File: config.mk
export PLATFORM = sky130hd
export DESIGN_NAME = pipe_hold_ctrl
export DESIGN_NICKNAME = d
export VERILOG_FILES = /design/src/rtl/pipe_hold_ctrl.sv
export SDC_FILE = /design/constraint.sdc
export NUM_CORES = 1
export LEC_CHECK = 0
export ABC_CLOCK_PERIOD_IN_PS = 6700
export BUFFER_PORTS_ARGS = -buffer_cell sky130_fd_sc_hd__buf_2
export CAP_MARGIN = 20
export CORE_ASPECT_RATIO = 2
export CORE_MARGIN = 4
export CORE_UTILIZATION = 49
export CTS_CLUSTER_DIAMETER = 40
export DETAILED_ROUTE_END_ITERATION = 8
export GPL_TIMING_DRIVEN = 1
export HOLD_SLACK_MARGIN = 0.12
export PLACE_DENSITY = 0.88
export SLEW_MARGIN = 5
export SYNTH_ARGS = -nofsm -noshare
export SYNTH_HDL_FRONTEND = slang
export SYNTH_SLANG_ARGS = --single-unit
export TNS_END_PERCENT = 10
File: constraint.sdc
create_clock -name clk -period 6.7 [get_ports clk]
set_input_delay 1.005 -clock clk [delete_from_list [all_inputs] [get_ports clk]]
set_output_delay 1.005 -clock clk [all_outputs]
set_load 0.05 [all_outputs]
File: src/rtl/pipe_hold_ctrl.sv
// Pipeline hold/flush controller: merges source hold levels, forwards or buffers jumps,
// applies a flush window and watches for long stalls. Optional stall counter: PIPE_HOLD_CTRL_PERF_EN.
module pipe_hold_ctrl #(
  parameter int NUM_SRC      = 4,
  parameter int HOLD_W       = 3,
  parameter int ADDR_W       = 32,
  parameter int FLUSH_CYCLES = 1,
  parameter int HOLD_TIMEOUT = 255
) (
  input  logic                      clk,
  input  logic                      rst,
  input  logic [NUM_SRC-1:0]        hold_req_i,
  input  logic [NUM_SRC*HOLD_W-1:0] hold_lvl_i,
  input  logic                      jump_req_i,
  input  logic [ADDR_W-1:0]         jump_addr_i,
  input  logic                      pc_ready_i,
  output logic [HOLD_W-1:0]         hold_flag_o,
  output logic                      jump_flag_o,
  output logic [ADDR_W-1:0]         jump_addr_o,
  output logic                      flush_busy_o,
  output logic                      timeout_o,
  output logic [31:0]               stall_cnt_o
);
  localparam logic [HOLD_W-1:0] LVL_ID     = HOLD_W'(3);
  localparam int                WD_W       = $clog2(HOLD_TIMEOUT + 1);
  localparam logic [WD_W-1:0]   WD_MAX     = WD_W'(HOLD_TIMEOUT);
  localparam logic [WD_W-1:0]   WD_FIRE    = WD_W'(HOLD_TIMEOUT - 1);
  localparam logic [3:0]        FLUSH_INIT = 4'(FLUSH_CYCLES);

  typedef enum logic [1:0] {IDLE, PEND, FLUSH} state_t;

  state_t              state, state_next;
  logic [ADDR_W-1:0]   pend_addr, pend_addr_next;
  logic [3:0]          flush_cnt, flush_cnt_next;
  logic [WD_W-1:0]     wd_cnt, wd_cnt_next;
  logic [HOLD_W-1:0]   lvl_clamped [NUM_SRC];
  logic [HOLD_W-1:0]   src_lvl;
  logic [HOLD_W-1:0]   hold_c;
  logic                jump_c;
  logic [ADDR_W-1:0]   addr_c;
  logic                wd_active;
  logic                timeout_c;

  generate
    for (genvar gi = 0; gi < NUM_SRC; gi++) begin : g_clamp
      assign lvl_clamped[gi] = (hold_lvl_i[gi*HOLD_W +: HOLD_W] > LVL_ID) ? LVL_ID
                             : hold_lvl_i[gi*HOLD_W +: HOLD_W];
    end
  endgenerate

  always_comb begin
    src_lvl = '0;
    for (int k = 0; k < NUM_SRC; k++) begin
      if (hold_req_i[k] && (lvl_clamped[k] > src_lvl)) src_lvl = lvl_clamped[k];
    end
  end

  always_comb begin
    state_next     = state;
    pend_addr_next = pend_addr;
    flush_cnt_next = flush_cnt;
    hold_c         = LVL_ID;
    jump_c         = 1'b0;
    addr_c         = '0;
    case (state)
      IDLE, FLUSH: begin
        if (jump_req_i) begin
          if (pc_ready_i) begin
            jump_c         = 1'b1;
            addr_c         = jump_addr_i;
            state_next     = FLUSH;
            flush_cnt_next = FLUSH_INIT;
          end else begin
            pend_addr_next = jump_addr_i;
            state_next     = PEND;
            flush_cnt_next = '0;
          end
        end else if (state == FLUSH) begin
          // flush_cnt counts the flush cycles still owed, including this one
          if (flush_cnt <= 4'd1) begin
            flush_cnt_next = '0;
            state_next     = IDLE;
          end else begin
            flush_cnt_next = flush_cnt - 4'd1;
          end
        end else begin
          hold_c = src_lvl;
        end
      end
      PEND: begin
        if (pc_ready_i) begin
          jump_c         = 1'b1;
          addr_c         = jump_req_i ? jump_addr_i : pend_addr;
          state_next     = FLUSH;
          flush_cnt_next = FLUSH_INIT;
        end else if (jump_req_i) begin
          pend_addr_next = jump_addr_i;
        end
      end
      default: state_next = IDLE;
    endcase
  end

  always_comb begin
    wd_active = (state == IDLE) && (src_lvl != '0);
    timeout_c = wd_active && (wd_cnt == WD_FIRE);
    if (!wd_active)         wd_cnt_next = '0;
    else if (wd_cnt == WD_MAX) wd_cnt_next = wd_cnt;
    else                    wd_cnt_next = wd_cnt + 1'b1;
  end

  always_ff @(posedge clk or negedge rst) begin
    if (!rst) begin
      state     <= IDLE;
      pend_addr <= '0;
      flush_cnt <= '0;
      wd_cnt    <= '0;
    end else begin
      state     <= state_next;
      pend_addr <= pend_addr_next;
      flush_cnt <= flush_cnt_next;
      wd_cnt    <= wd_cnt_next;
    end
  end

  // Combinational outputs are forced low while reset is asserted
  assign hold_flag_o  = rst ? hold_c : '0;
  assign jump_flag_o  = rst & jump_c;
  assign jump_addr_o  = rst ? addr_c : '0;
  assign flush_busy_o = rst & (state != IDLE);
  assign timeout_o    = rst & timeout_c;

`ifdef PIPE_HOLD_CTRL_PERF_EN
  logic [31:0] stall_cnt;

  always_ff @(posedge clk or negedge rst) begin
    if (!rst) begin
      stall_cnt <= '0;
    end else if ((hold_flag_o != '0) && (stall_cnt != 32'hFFFF_FFFF)) begin
      stall_cnt <= stall_cnt + 32'd1;
    end
  end

  assign stall_cnt_o = stall_cnt;
`else
  assign stall_cnt_o = '0;
`endif

endmodule

Yosys cells after proc, flatten, opt, wreduce, memory -nomap -nowiden

Cells that the tools add are included.

Register bits: 46
Input bits: 52
Output and inout bits: 70
Word-level logic and storage cells: 82

Add/subtract/negate cells: 2
Order comparisons: 9
Eq/ne operators: 11
Mux-type cells: 39
Bitwise operators: 3
Reductions and logical operators: 14

Operators by type and width:

| operator              | count |
|---|---|
| $mux W32              | 8 |
| $pmux W32 S2          | 2 |
| $mux W3               | 12 |
| $eq A8 B8 Y1 const B  | 2 |
| $mux W4               | 4 |
| $mux W8               | 2 |
| $gt A3 B2 Y1 const B  | 4 |
| $mux W2               | 5 |
| $ne A2 B2 Y1 const B  | 5 |
| $gt A3 B3 Y1          | 3 |
| $add A8 B1 Y8 const B | 1 |
| $pmux W4 S2           | 1 |
| $logic_and A1 B1 Y1   | 6 |
| $ne A3 B3 Y1 const B  | 2 |
| $reduce_and A3 Y1     | 2 |
| $le A4 B1 Y1 const B  | 1 |
| $pmux W2 S2           | 1 |
| $reduce_and A4 Y1     | 1 |
| $reduce_bool A2 Y1    | 2 |
| $sub A4 B1 Y4 const B | 1 |
| $and A1 B1 Y1         | 3 |
| $gt A3 B1 Y1 const B  | 1 |
| $mux W1               | 3 |
| $reduce_bool A3 Y1    | 1 |
| 5 further kinds       | 5 |

Logic depth before layout (Yosys ltp)

Word-level depth: 18
Depth in mapped cells: 22
Gate-level depth less buffers: 21

Worst setup path after synthesis

Ideal clock, no wire load.

Kind: input to output
Start: in hold_lvl_i[2]
End: out timeout_o
Data arrival time: 5.072 ns
Required time: 5.695 ns
Setup slack: 0.623 ns
Cell stages on the path: 20
Buffers on the path: 1
Cells stage by stage: o21ai_0 -> ha_1 -> nor2b_4 -> o31ai_4 -> nor2_1 -> mux2i_1 -> inv_1 -> ha_1 -> a21o_1 -> nand3_1 -> o31a_1 -> nand2_1 -> mux2i_1 -> ha_1 -> inv_1 -> o21ai_0 -> o2111ai_1 -> a221o_1 -> buf_6 -> a31oi_1

Longest elaborated chain between the ends: 18

Ends and longest elaborated chain:

| item                  | RTL line | text |
|---|---|---|
| start: declaration    | 13       | `input logic [NUM_SRC*HOLD_W-1:0] hold_lvl_i,` |
| $gt A3 B2 Y1          | 46       | `assign lvl_clamped[gi] = (hold_lvl_i[gi*HOLD_W +: HOLD_W] > LVL_ID) ? LVL_ID` |
| $mux W3 *             | 46       |  |
| $gt A3 B1 Y1          | 54       | `if (hold_req_i[k] && (lvl_clamped[k] > src_lvl)) src_lvl = lvl_clamped[k];` |
| $logic_and A1 B1 Y1   | 54       |  |
| $mux W3 *             | 54       |  |
| $gt A3 B3 Y1          | 54       |  |
| $logic_and A1 B1 Y1   | 54       |  |
| $mux W3 *             | 54       |  |
| [... 2 more ...]      | -        |  |
| $mux W3 *             | 54       |  |
| $gt A3 B3 Y1          | 54       |  |
| $logic_and A1 B1 Y1   | 54       |  |
| $mux W3 *             | 54       |  |
| $reduce_bool A3 Y1 *  | 105      | `wd_active = (state == IDLE) && (src_lvl != '0);` |
| $logic_and A1 B1 Y1 * | 105      |  |
| $logic_and A1 B1 Y1 * | 106      | `timeout_c = wd_active && (wd_cnt == WD_FIRE);` |
| $and A1 B1 Y1 *       | 131      | `assign timeout_o = rst & timeout_c;` |
| end: declaration      | 21       | `output logic timeout_o,` |

Mark *: on every way between the ends. The rest lies on a longest branch, timed or not.

Worst setup path after layout

Start: in hold_lvl_i[2]
End: out hold_flag_o[1]

Longest elaborated chain between the ends: 18

Ends and longest elaborated chain:

| item                | RTL line | text |
|---|---|---|
| $gt A3 B2 Y1        | 46       |  |
| $mux W3 *           | 46       |  |
| $gt A3 B1 Y1        | 54       |  |
| $logic_and A1 B1 Y1 | 54       |  |
| $mux W3 *           | 54       |  |
| $gt A3 B3 Y1        | 54       |  |
| $logic_and A1 B1 Y1 | 54       |  |
| $mux W3 *           | 54       |  |
| [... 2 more ...]    | -        |  |
| $mux W3 *           | 54       |  |
| $gt A3 B3 Y1        | 54       |  |
| $logic_and A1 B1 Y1 | 54       |  |
| $mux W3 *           | 54       |  |
| $mux W3 *           | 78       | `end else if (state == FLUSH) begin` |
| $mux W3 *           | 67       | `if (jump_req_i) begin` |
| $mux W3 *           | 65       | `case (state)` |
| $mux W3 *           | 127      | `assign hold_flag_o = rst ? hold_c : '0;` |
| end: declaration    | 17       | `output logic [HOLD_W-1:0] hold_flag_o,` |

Marked as above.

==> results.ini <==
[worst_setup_path]
crit_family=compound AO/OA/AOI/OAI gates
critPathLaunchType=input pin
crit_type=in -> out
path_buf_inv=4
slowest_stage=a221o_1
cp.required_ns=5.69
arrival_ns=5.20
slowest_delay_ns=0.52
path_max_fanout=10
cp_common_cell=ha_1
endpoint_kind=output port
reg2reg_slack_ns=4.35
crit_chain=buf_2, o21ai_0, ha_1, nor2b_4, o31ai_4, nor2_1, mux2i_1, inv_1, ha_1, a21o_1, nand3_1, o31a_1, nand2_1, mux2i_1, ha_1, inv_1, o21ai_0, o2111ai_1, a221o_1, a31oi_1, buf_2

[floorplanning]
rows=40
coreArea_sq_mm=0.00611
initial_utilization_pct=50.8
die_y_microns=121
die_w_microns=64.3
die-area_sq_mm=0.00775
ioPinCount=122

[route]
first_pass_iters=4
ant_nets=0
vias=2685
wl_per_cell_microns=13.7
route.detailed.drc=0
routed_wl_mm=6.95
drt_iter0_drc=217
vias_per_cell=5.30

[global_route]
grt_max_degree=51
grt_pass1_vias=2623
grt_use_total_pct=18.1
grt_pass1_wl_mm=11.3
antenna_found_initial=0
grt_remaining_overflow=0

[placement]
pre_cts_slack_ns=0.504
gp_congestion=0.769
io_buffers=88
dp_hpwl_mm=5.28
place_area_sq_mm=0.00350
place_inst=498

[yosys]
ys_warn_count=0
yosys.area.top_type=dfrtp_1
ys_seq_area_share_pct=37.1
synth.most_common_cell=nor2_1
synth_top_area_share_pct=37.1
yosys_register_bits=46
synth_area_leaders=dfrtp_1 (37%), mux2_2 (12%), a22oi_1 (8.0%)
ys_types=47
synth_cells=334
synthTopCellsByCount=nor2_1 (51), dfrtp_1 (46), a22oi_1 (33), buf_4 (33), mux2_2 (32)
synthArstFlopShare_pct=100
syn_area_per_cell_sq_um=9.29
synth_edf_count=0
ys.flop_type=dfrtp_1
synth.cell_area_sq_mm=0.00310

[timing]
finalMaxSlewViolations=0
rsz0062_at_grt=no
fin_ws_ns=0.499
finalSetupTns_ns=0
period_share_pct=92.6
fin_skew_ns=0.00565
setup_violations=0
period_minus_slack_ns=6.20
slew-limit-headroom_pct=23.7
worstMarginPinSlew_ns=1.14
max_freq_ghz=0.161
hold_violations=0

[cells_and_area]
antenna_cells=0
drive_gt1_share_pct=33.8
syn_to_final_growth_pct=18.6
fin_nets=486
fin_area_sq_mm=0.00368
instances_no_fill=507

[cts]
post_cts_buffers=0
cts_root_buf=clkbuf_16
numClockSinks=46
h-tree-depth=2
cts_tree=built
post_cts_resized=0
cts_buffer_depth=2
numCtsBuffers=5
clock_latency_ns=0.29
cts_hold_buffers=0
clk_pin_slew_worst_paths_ns=0.06

[power]
peakVddDrop_mv=0.106
power_density_mw_per_mm2=254
p_leak_uw=0.00180

[min_path]
hp-class=reg -> reg

[status]
status=complete, no violations

[run]
drv_cap=0

-- registers in the layout, summed over array words and instances, names as in the netlist --
signal and count:
flush_cnt 4, pend_addr 32, state 2, wd_cnt 8
-- final cells by class --
| type | instances | area, sq um |
|---|---|---|
| inverter | 11 | 41.3 |
| tap | 84 | 105 |
| multi-input combinational | 265 | 1740 |
| clock inverter | 1 | 30.0 |
| sequential | 46 | 1150 |
| clock buffer | 7 | 133 |
| timing repair buffer | 93 | 485 |
| fill | 511 | 2420 |
-- cell families after synthesis --
group,count (synthesis),share of synthesized area (%)
AO/OA/AOI/OAI,78,18.5
XOR/XNOR,3,0.847
adder cells (fa/ha/maj),12,4.84
buffers and inverters,60,11.6
flip-flops,46,37.1
multiplexers,35,12.6
other,2,0.242
AND/OR/NAND/NOR,98,14.3
-- layout by cell type, fill, tap and decap left out, types with 3 or more instances in the layout --
cell,count
o21ai_0,9
clkbuf_16,5
buf_2,88
and3_1,3
nor3_1,3
conb_1,39
nand2_1,20
o21a_1,4
nor2_1,49
buf_4,4
dfrtp_1,46
or2_2,3
a31oi_1,10
ha_1,12
inv_1,11
a22oi_1,33
o211ai_1,3
mux2_2,32
mux2i_1,3
a21oi_1,4
nand3_1,7
-- routing by layer --
metal  GRT usage (%)  part of all wire (%)
met4            10.5                   3.2
met5               0                     0
met1            18.2                    35
met3            3.72                   7.3
met2            33.4                    54
-- power breakdown --
part / total [uW] / internal [uW] / leakage [uW] / switching (uW)
Sequential: 362 / 328 / 0.000563 / 34.4
Clock: 274 / 176 / 0.0000781 / 97.7
Combinational: 298 / 106 / 0.00116 / 192
Total: 934 / 610 / 0.00180 / 324
-- path summary, 6_finish.rpt --
check,startpoint,depth (start not counted),endpoint
min reg2reg,pend_addr[24],1,pend_addr[24]
min in group asynchronous,rst,2,pend_addr[7]
min,pend_addr[24],1,pend_addr[24]
max in group asynchronous,rst,2,pend_addr[16]
max reg2reg,flush_cnt[0],7,flush_cnt[2]
max,hold_lvl_i[2],21,hold_flag_o[1]
-- metrics by stage --
stage,hold WS (ns),power (uW),utilization (%)
finish,0.510,934,60.3
global route,0.521,992,60.3
CTS,0.510,941,60.1
detailed placement,0.496,661,57.4
global placement,0.480,644,57.4
floorplan,0.464,602,-
No activity file was read; power rests on OpenSTA's default activity.
